File: src/rtl/branch_pred_ctrl_if.sv
// branch_pred_ctrl_if: fetch-predict, execute-resolve, comparator and redirect/flush/count signals of branch_pred_ctrl
interface branch_pred_ctrl_if;
  logic [31:0] f_pc_i;
  logic        f_pred_taken_o;
  logic        x_valid_i;
  logic        x_is_br_i;
  logic [2:0]  x_funct3_i;
  logic [31:0] x_pc_i;
  logic [31:0] x_target_i;
  logic        x_pred_taken_i;
  logic        br_un_o;
  logic        br_eq_i;
  logic        br_lt_i;
  logic        redirect_o;
  logic [31:0] redirect_pc_o;
  logic        flush_o;
  logic [31:0] br_cnt_o;
  logic [31:0] mispred_cnt_o;
  modport master (
    output f_pc_i, x_valid_i, x_is_br_i, x_funct3_i, x_pc_i, x_target_i, x_pred_taken_i, br_eq_i, br_lt_i,
    input  f_pred_taken_o, br_un_o, redirect_o, redirect_pc_o, flush_o, br_cnt_o, mispred_cnt_o
  );
  modport slave (
    input  f_pc_i, x_valid_i, x_is_br_i, x_funct3_i, x_pc_i, x_target_i, x_pred_taken_i, br_eq_i, br_lt_i,
    output f_pred_taken_o, br_un_o, redirect_o, redirect_pc_o, flush_o, br_cnt_o, mispred_cnt_o
  );
endinterface

File: src/rtl/branch_pred_ctrl.sv
// branch_pred_ctrl: branch taken decode, 2-bit bimodal table and mispredict redirect/flush FSM (clk_i, rst_n_i, bus: slave side of branch_pred_ctrl_if)
module branch_pred_ctrl #(
  parameter int IDX_W     = 4,
  parameter int FLUSH_CYC = 2
) (
  input logic              clk_i,
  input logic              rst_n_i,
  branch_pred_ctrl_if.slave bus
);
  typedef enum logic {IDLE, FLUSH} state_t;
  state_t           state, state_d;
  logic [3:0]       cnt, cnt_d;
  logic [1:0]       tbl [2**IDX_W];
  logic [IDX_W-1:0] x_idx, f_idx;
  logic             legal, taken, resolve, mispred;
  assign x_idx              = bus.x_pc_i[IDX_W+1:2];
  assign f_idx              = bus.f_pc_i[IDX_W+1:2];
  assign bus.br_un_o        = bus.x_funct3_i[1];
  assign bus.f_pred_taken_o = tbl[f_idx][1];
  assign bus.flush_o        = state == FLUSH;
  assign legal              = bus.x_funct3_i[2] | ~bus.x_funct3_i[1];
  assign taken              = (bus.x_funct3_i[2] ? bus.br_lt_i : bus.br_eq_i) ^ bus.x_funct3_i[0];
  assign resolve            = bus.x_valid_i & bus.x_is_br_i & legal & (state == IDLE);
  assign mispred            = resolve & (taken != bus.x_pred_taken_i);
  always_comb begin
    state_d = state == IDLE ? (mispred ? FLUSH : IDLE) : (cnt == 4'd0 ? IDLE : FLUSH);
    cnt_d   = state == IDLE ? 4'(FLUSH_CYC - 1) : cnt - 4'd1;
  end
  always_ff @(posedge clk_i or negedge rst_n_i) begin
    if (!rst_n_i) begin
      state <= IDLE;
      cnt   <= 4'd0;
    end else begin
      state <= state_d;
      cnt   <= cnt_d;
    end
  end
  always_ff @(posedge clk_i or negedge rst_n_i) begin
    if (!rst_n_i) begin
      for (int i = 0; i < 2**IDX_W; i++) tbl[i] <= 2'b01;
      bus.redirect_o    <= 1'b0;
      bus.redirect_pc_o <= 32'd0;
      bus.br_cnt_o      <= 32'd0;
      bus.mispred_cnt_o <= 32'd0;
    end else begin
      bus.redirect_o <= mispred;
      if (mispred) begin
        bus.redirect_pc_o <= taken ? bus.x_target_i : bus.x_pc_i + 32'd4;
        bus.mispred_cnt_o <= bus.mispred_cnt_o + 32'd1;
      end
      if (resolve) begin
        bus.br_cnt_o <= bus.br_cnt_o + 32'd1;
        tbl[x_idx]   <= taken ? (tbl[x_idx] == 2'b11 ? 2'b11 : tbl[x_idx] + 2'b01)
                              : (tbl[x_idx] == 2'b00 ? 2'b00 : tbl[x_idx] - 2'b01);
      end
    end
  end
endmodule

File: src/flat_wrapper.sv
// flat-port wrapper written by rule: the top's interface ports become plain ports
module branch_pred_ctrl_flat 
#(
  parameter int IDX_W     = 4,
  parameter int FLUSH_CYC = 2
)
  (clk_i, rst_n_i, bus_f_pc_i, bus_x_valid_i, bus_x_is_br_i, bus_x_funct3_i, bus_x_pc_i, bus_x_target_i, bus_x_pred_taken_i, bus_br_eq_i, bus_br_lt_i, bus_f_pred_taken_o, bus_br_un_o, bus_redirect_o, bus_redirect_pc_o, bus_flush_o, bus_br_cnt_o, bus_mispred_cnt_o);
  branch_pred_ctrl_if bus_i ();
  input logic clk_i;
  input logic rst_n_i;
  input wire logic [$bits(bus_i.f_pc_i)-1:0] bus_f_pc_i;
  input wire logic [$bits(bus_i.x_valid_i)-1:0] bus_x_valid_i;
  input wire logic [$bits(bus_i.x_is_br_i)-1:0] bus_x_is_br_i;
  input wire logic [$bits(bus_i.x_funct3_i)-1:0] bus_x_funct3_i;
  input wire logic [$bits(bus_i.x_pc_i)-1:0] bus_x_pc_i;
  input wire logic [$bits(bus_i.x_target_i)-1:0] bus_x_target_i;
  input wire logic [$bits(bus_i.x_pred_taken_i)-1:0] bus_x_pred_taken_i;
  input wire logic [$bits(bus_i.br_eq_i)-1:0] bus_br_eq_i;
  input wire logic [$bits(bus_i.br_lt_i)-1:0] bus_br_lt_i;
  output wire logic [$bits(bus_i.f_pred_taken_o)-1:0] bus_f_pred_taken_o;
  output wire logic [$bits(bus_i.br_un_o)-1:0] bus_br_un_o;
  output wire logic [$bits(bus_i.redirect_o)-1:0] bus_redirect_o;
  output wire logic [$bits(bus_i.redirect_pc_o)-1:0] bus_redirect_pc_o;
  output wire logic [$bits(bus_i.flush_o)-1:0] bus_flush_o;
  output wire logic [$bits(bus_i.br_cnt_o)-1:0] bus_br_cnt_o;
  output wire logic [$bits(bus_i.mispred_cnt_o)-1:0] bus_mispred_cnt_o;
  assign bus_i.f_pc_i = bus_f_pc_i;
  assign bus_i.x_valid_i = bus_x_valid_i;
  assign bus_i.x_is_br_i = bus_x_is_br_i;
  assign bus_i.x_funct3_i = bus_x_funct3_i;
  assign bus_i.x_pc_i = bus_x_pc_i;
  assign bus_i.x_target_i = bus_x_target_i;
  assign bus_i.x_pred_taken_i = bus_x_pred_taken_i;
  assign bus_i.br_eq_i = bus_br_eq_i;
  assign bus_i.br_lt_i = bus_br_lt_i;
  assign bus_f_pred_taken_o = bus_i.f_pred_taken_o;
  assign bus_br_un_o = bus_i.br_un_o;
  assign bus_redirect_o = bus_i.redirect_o;
  assign bus_redirect_pc_o = bus_i.redirect_pc_o;
  assign bus_flush_o = bus_i.flush_o;
  assign bus_br_cnt_o = bus_i.br_cnt_o;
  assign bus_mispred_cnt_o = bus_i.mispred_cnt_o;
  branch_pred_ctrl #(.IDX_W(IDX_W), .FLUSH_CYC(FLUSH_CYC)) u_core (.clk_i(clk_i), .rst_n_i(rst_n_i), .bus(bus_i));
endmodule
File: config.mk
export PLATFORM = sky130hd
export DESIGN_NAME = branch_pred_ctrl_flat
export DESIGN_NICKNAME = d
export VERILOG_FILES = /design/src/rtl/branch_pred_ctrl_if.sv /design/src/rtl/branch_pred_ctrl.sv /design/src/flat_wrapper.sv
export SDC_FILE = /design/constraint.sdc
export NUM_CORES = 1
export LEC_CHECK = 0
export CAP_MARGIN = 20
export CORE_MARGIN = 2
export CORE_UTILIZATION = 45
export DETAILED_ROUTE_END_ITERATION = 16
export PLACE_DENSITY = 0.83
export SYNTH_ARGS = -nofsm -noshare
export SYNTH_HDL_FRONTEND = slang
export SYNTH_SLANG_ARGS = --single-unit
export TNS_END_PERCENT = 100
File: constraint.sdc
create_clock -name clk_i -period 2.7 [get_ports clk_i]
set_input_delay 0.27 -clock clk_i [delete_from_list [all_inputs] [get_ports clk_i]]
set_output_delay 0.27 -clock clk_i [all_outputs]
set_load 0.05 [all_outputs]
# == Yosys cells after proc, flatten, opt, wreduce, memory -nomap -nowiden ==
# Index checks and enable logic that the tools add are counted.
# totals
regBits,134
wordCells,64
out_inout_bits,100
in_bits,106
# op_classes
n_eq_ne,2
n_addsub,6
n_reduce_logical,3
bitwise,10
muxes,18
order_cmp,3
# ops
operator,n
$add A32 B1 Y32 const B,2
$add A32 B3 Y32 const B,1
$bwmux W32,1
$mux W32,1
$bmux W2 S4,2
$mux W2,8
$ge A5 B5 Y1 const B,2
$not A4 Y5,2
$demux W2 S4,1
$lt A5 B1 Y1 const B,1
$and A1 B1 Y1,4
$logic_not A4 Y1,1
$mux W1,4
$mux W4,1
$sub A4 B1 Y4 const B,1
$add A2 B1 Y2 const B,1
$eq A2 B2 Y1 const B,1
$logic_not A2 Y1,1
$not A1 Y1,2
$sub A2 B1 Y2 const B,1
$logic_and A1 B1 Y1,1
$ne A1 B1 Y1,1
$or A1 B1 Y1,1
$xor A1 B1 Y1,1

# == Longest topological paths before layout ==
# depth
ltp_word,8
ltp_mapped,8

# == Worst setup path before layout ==
# OpenSTA, ideal clock, no wires.
# synth_timing
path_type,register -> register
startpoint,"register u_core.state, in the netlist u_core.bus.flush_o"
endpoint,register u_core.bus.br_cnt_o[27]
stages_incl_launch_ff,7
arrival_time_ps,2064
n_path_buf,1
synth_period_minus_slack_ps,2206
setup_slack_ps,494
setup_ps,141
path_cell_list,dfrtp_1 nand3b_1 or2_1 clkbuf_1 nor4_2 nand4_1 xnor2_1
# synth_between
elab_chain_cells,2
# synth_rtl
element,line_no,rtl
start: declaration,branch_pred_ctrl.sv:11,"state_t state, state_d;"
start signal: assignment,branch_pred_ctrl.sv:34,state <= state_d;
$not A1 Y1,branch_pred_ctrl.sv:23,assign resolve = bus.x_valid_i & bus.x_is_br_i & legal & (state == IDLE);
$and A1 B1 Y1,branch_pred_ctrl.sv:23,
end signal: assignment,branch_pred_ctrl.sv:52,bus.br_cnt_o <= bus.br_cnt_o + 32'd1;
end: declaration,branch_pred_ctrl_if.sv:25,"output f_pred_taken_o, br_un_o, redirect_o, redirect_pc_o, flush_o, br_cnt_o, mispred_cnt_o"
# Every way passes these cells.
# A chain may end at the register's enable or synchronous reset.

# == Final worst setup path ==
# layout_timing
startpoint,input bus_f_pc_i[2]
endpoint,output bus_f_pred_taken_o
# layout_between
elab_chain_cells,4
# layout_rtl
element,line_no,rtl
start: declaration,flat_wrapper.sv:11,input wire logic [$bits(bus_i.f_pc_i)-1:0] bus_f_pc_i;
$not A4 Y5 (not written as such),branch_pred_ctrl.sv:19,assign bus.f_pred_taken_o = tbl[f_idx][1];
$bmux W2 S4,branch_pred_ctrl.sv:19,
$mux W2 (not written as such) (2 in series),branch_pred_ctrl.sv:19,
end: declaration,flat_wrapper.sv:20,output wire logic [$bits(bus_i.f_pred_taken_o)-1:0] bus_f_pred_taken_o;
# Every way passes these cells. The select of a mux whose other input is x is not followed.

==> flow_metrics.tcl <==
set metrics [dict create \
    p_switching_mw 2.901 \
    cp_cell_sequence "clkdlybuf4s50_1 -> mux4_2 -> mux4_2 -> buf_4" \
    p_sw_share_pct 36.39 \
    avgSynthCellArea_um2 10.52 \
    cts-root-buf "clkbuf_16" \
    cap_violations 0 \
    dp_cells 1059 \
    die_area_um2 16760 \
    diodes 0 \
    io_pins 206 \
    cp_max_fo 4 \
    start_util_pct 46.25 \
    cts_max_level 4 \
    synth-simple-area-share_pct 19.10 \
    hold_path_class "input port to asynchronous set/reset pin" \
    grt_pass1_wl_um 29850 \
    clock_skew_ns 0.007810 \
    seqPwrFrac_pct 34.6 \
    async_flop_share_pct 100.0 \
    p_comb_share_pct 34.7 \
    drive_gt1_share_pct 15.32 \
    postRouteAntennaNets 0 \
    clock.fmax_ghz 0.4134 \
    final_cells 1092 \
    synth_top_area_share_pct 41.69 \
    fin_crit_ns 2.419 \
    utilization_pct 64.56 \
    synth-compound-area-share_pct 5.935 \
    cp-start-kind "input port" \
    synth_top_family_by_area "simple AND/OR/NAND/NOR gates" \
    grt_setup_unrepaired "false" \
    area_growth_syn_to_layout_pct 39.59 \
    synthXorXnorAreaFrac_pct 11.45 \
    synth_fa_ha_area_share_pct 1.537 \
    yosys.area.top_type "dfrtp_1" \
    internal_power_mw 5.071 \
    r2r_start "u_core.bus.mispred_cnt_o[3]" \
    cts_tree "yes" \
    reg2reg_to "u_core.bus.mispred_cnt_o[30]" \
    rrSetupSlack_ns 0.49 \
    coreArea_um2 15310 \
    row_count 45 \
    numClockSinks 134 \
    worst_pin_slew_ns 0.5851 \
    setup_viol 0 \
    vdd_drop_max_mv 0.6261 \
    viasPerCell 5.352 \
    overflow 0 \
    p_clk_share_pct 30.7 \
    cp.required_ns 2.43 \
    cts_buffers 17 \
    place_area_um2 9244 \
    crit_slowest_cell "clkdlybuf4s50_1" \
    syn_area_um2 7083 \
    post-dp-hpwl_um 13610 \
    power.density_nw_per_um2 806.4 \
    relSlewSlack_pct 60.69 \
    post-route-period-util_pct 89.59 \
    clkTransAtPathRegs_ns 0.05 \
    ys_ff_latch 134 \
    p_leak_nw 4.216 \
    synth.most_common_cell "dfrtp_1" \
    synth_ff_type "dfrtp_1" \
    synth_area_leaders "dfrtp_1 (42%), xnor2_1 (6.6%), dfstp_2 (5.9%)" \
    r2r_cells 5 \
    cts_buffer_depth 2 \
    synth_common_cells "dfrtp_1 (118), nand2_1 (68), xnor2_1 (53), nand3_1 (43), nor2_1 (39)" \
    finalMaxSlewViolations 0 \
    synthCells 673 \
    initialDrtViolationCount 358 \
    critPathKind "input port to primary output" \
    synth_cell_types 47 \
    clock_latency_ns 0.41 \
    status "complete, no violations" \
    ys_warn_count 0 \
    hold_viol 0 \
    grt_pass1_vias 5835 \
    post_drt_wl_per_cell_um 16.81 \
    drc 0 \
    slowest_delay_ns 0.64 \
    synth_edf_count 0 \
    crit_path_end_kind "primary output" \
    place_congestion 0.8178 \
    nets 981 \
    stdcell_area_um2 9887 \
    grt_start_max_net_pins 64 \
    seq_area_frac_synth_pct 47.62 \
    numPortBuffers 177 \
    cp_data_arrival_time_ns 2.15 \
    antenna_found_initial 0 \
    first_pass_iters 5 \
    die_y_um 129.5 \
    routed_wl_um 18360 \
    grt_usage_pct 22.74 \
    postSynthNetCount 786 \
    synthMuxAreaShare_pct 11.55 \
    worst_path_most_repeated_cell "mux4_2" \
    fp.dieW_um 129.5 \
    dr_total_vias 5844 \
    post_cts_resized 0 \
]
[placed cells by master (no fill, tap or decap), types with 17 or more instances in the layout]
cell type and n:
nand2_1 68, o21ai_0 32, nor2_1 38, nand4_1 35, nand3_1 43, buf_4 23
clkbuf_16 17, xnor2_1 52, xor2_1 36, clkdlybuf4s50_1 175, dfrtp_1 118, mux2_2 35
inv_1 18, nor3_1 32
[flip-flops by register name (all words and copies together), names as in the netlist]
signal / count
u_core.cnt: 4
u_core.bus.redirect_pc_o: 32
u_core.bus.br_cnt_o: 32
u_core.tbl: 32
u_core.bus.flush_o: 1
u_core.bus.redirect_o: 1
u_core.bus.mispred_cnt_o: 32
[power groups by stage]
stage | registers [mW] | clock network, mW | logic (mW)
global route | 2.81 | 2.56 | 2.93
floorplan | 3.77 | 0 | 0.716
global placement | 2.77 | 0 | 2.74
finish | 2.76 | 2.44 | 2.77
CTS | 2.76 | 2.48 | 2.79
detailed placement | 2.78 | 0 | 2.78
[routing by layer]
| metal | part of all wire, % | wire length [um] | global-route usage (%) | vias to the layer above |
|---|---|---|---|---|
| met3 | 5.8 | 1061 | 4.955 | 16 |
| li1 | - | - | - | 2801 |
| met4 | 1.1 | 197 | 6.325 | 0 |
| met5 | 0 | 0 | 0 | - |
| met2 | 50 | 9169 | 38.14 | 186 |
| met1 | 43 | 7932 | 29.99 | 2841 |
[worst max path at each step]
stage	cells after the start	slack (ns)	end	start
2_1_floorplan	6	0.49	u_core.bus.br_cnt_o[27]	u_core.bus.flush_o
4_1_cts	4	0.26	bus_f_pred_taken_o	bus_f_pc_i[2]
5_1_grt	4	0.22	bus_f_pred_taken_o	bus_f_pc_i[2]
3_5_place_dp	7	-0.02	u_core.tbl[7]	bus_x_pc_i[3]
6_report	4	0.28	bus_f_pred_taken_o	bus_f_pc_i[2]
3_3_place_gp	7	0.02	u_core.tbl[1]	bus_x_pc_i[3]
[timing repair]
action                                 in CTS  in global routing
buffers inserted                            0                  0
endpoints found under the hold margin      27                  0
hold buffers                                1                  0
[area by class of cell]
type                            count  area [um^2]
Fill cell                        1197         5428
Tap cell                          211        264.0
Clock inverter                     12        176.4
Timing Repair Buffer              203         2006
Inverter                           19        71.32
Clock buffer                       20        456.7
Sequential cell                   134         3373
Multi-Input combinational cell    493         3540
[kinds of logic after synthesis]
| family | Yosys count |
|---|---|
| AOI/OAI and AO/OA | 66 |
| xor gates and xnor gates | 91 |
| DFF | 134 |
| and+or+nand+nor | 267 |
| adders and majority gates | 9 |
| muxes | 60 |
| buffers and inverters | 46 |
[per-stage QoR]
step	setup TNS, ns	setup slack, ns	power [mW]	hold slack, ns
6_report	0	0.2812	7.973	0.3223
2_1_floorplan	0	0.4945	4.489	-0.02559
5_1_grt	0	0.2205	8.303	0.3537
4_1_cts	0	0.2647	8.028	0.3303
3_3_place_gp	0	0.01632	5.509	0.1963
3_5_place_dp	-0.1461	-0.01977	5.563	0.1959
[critical path, delay by kind of cell]
kind     cells  cell delay (ns)
buf+inv      2             0.84
mux          2             1.03
No activity file was read; power rests on OpenSTA's default activity.
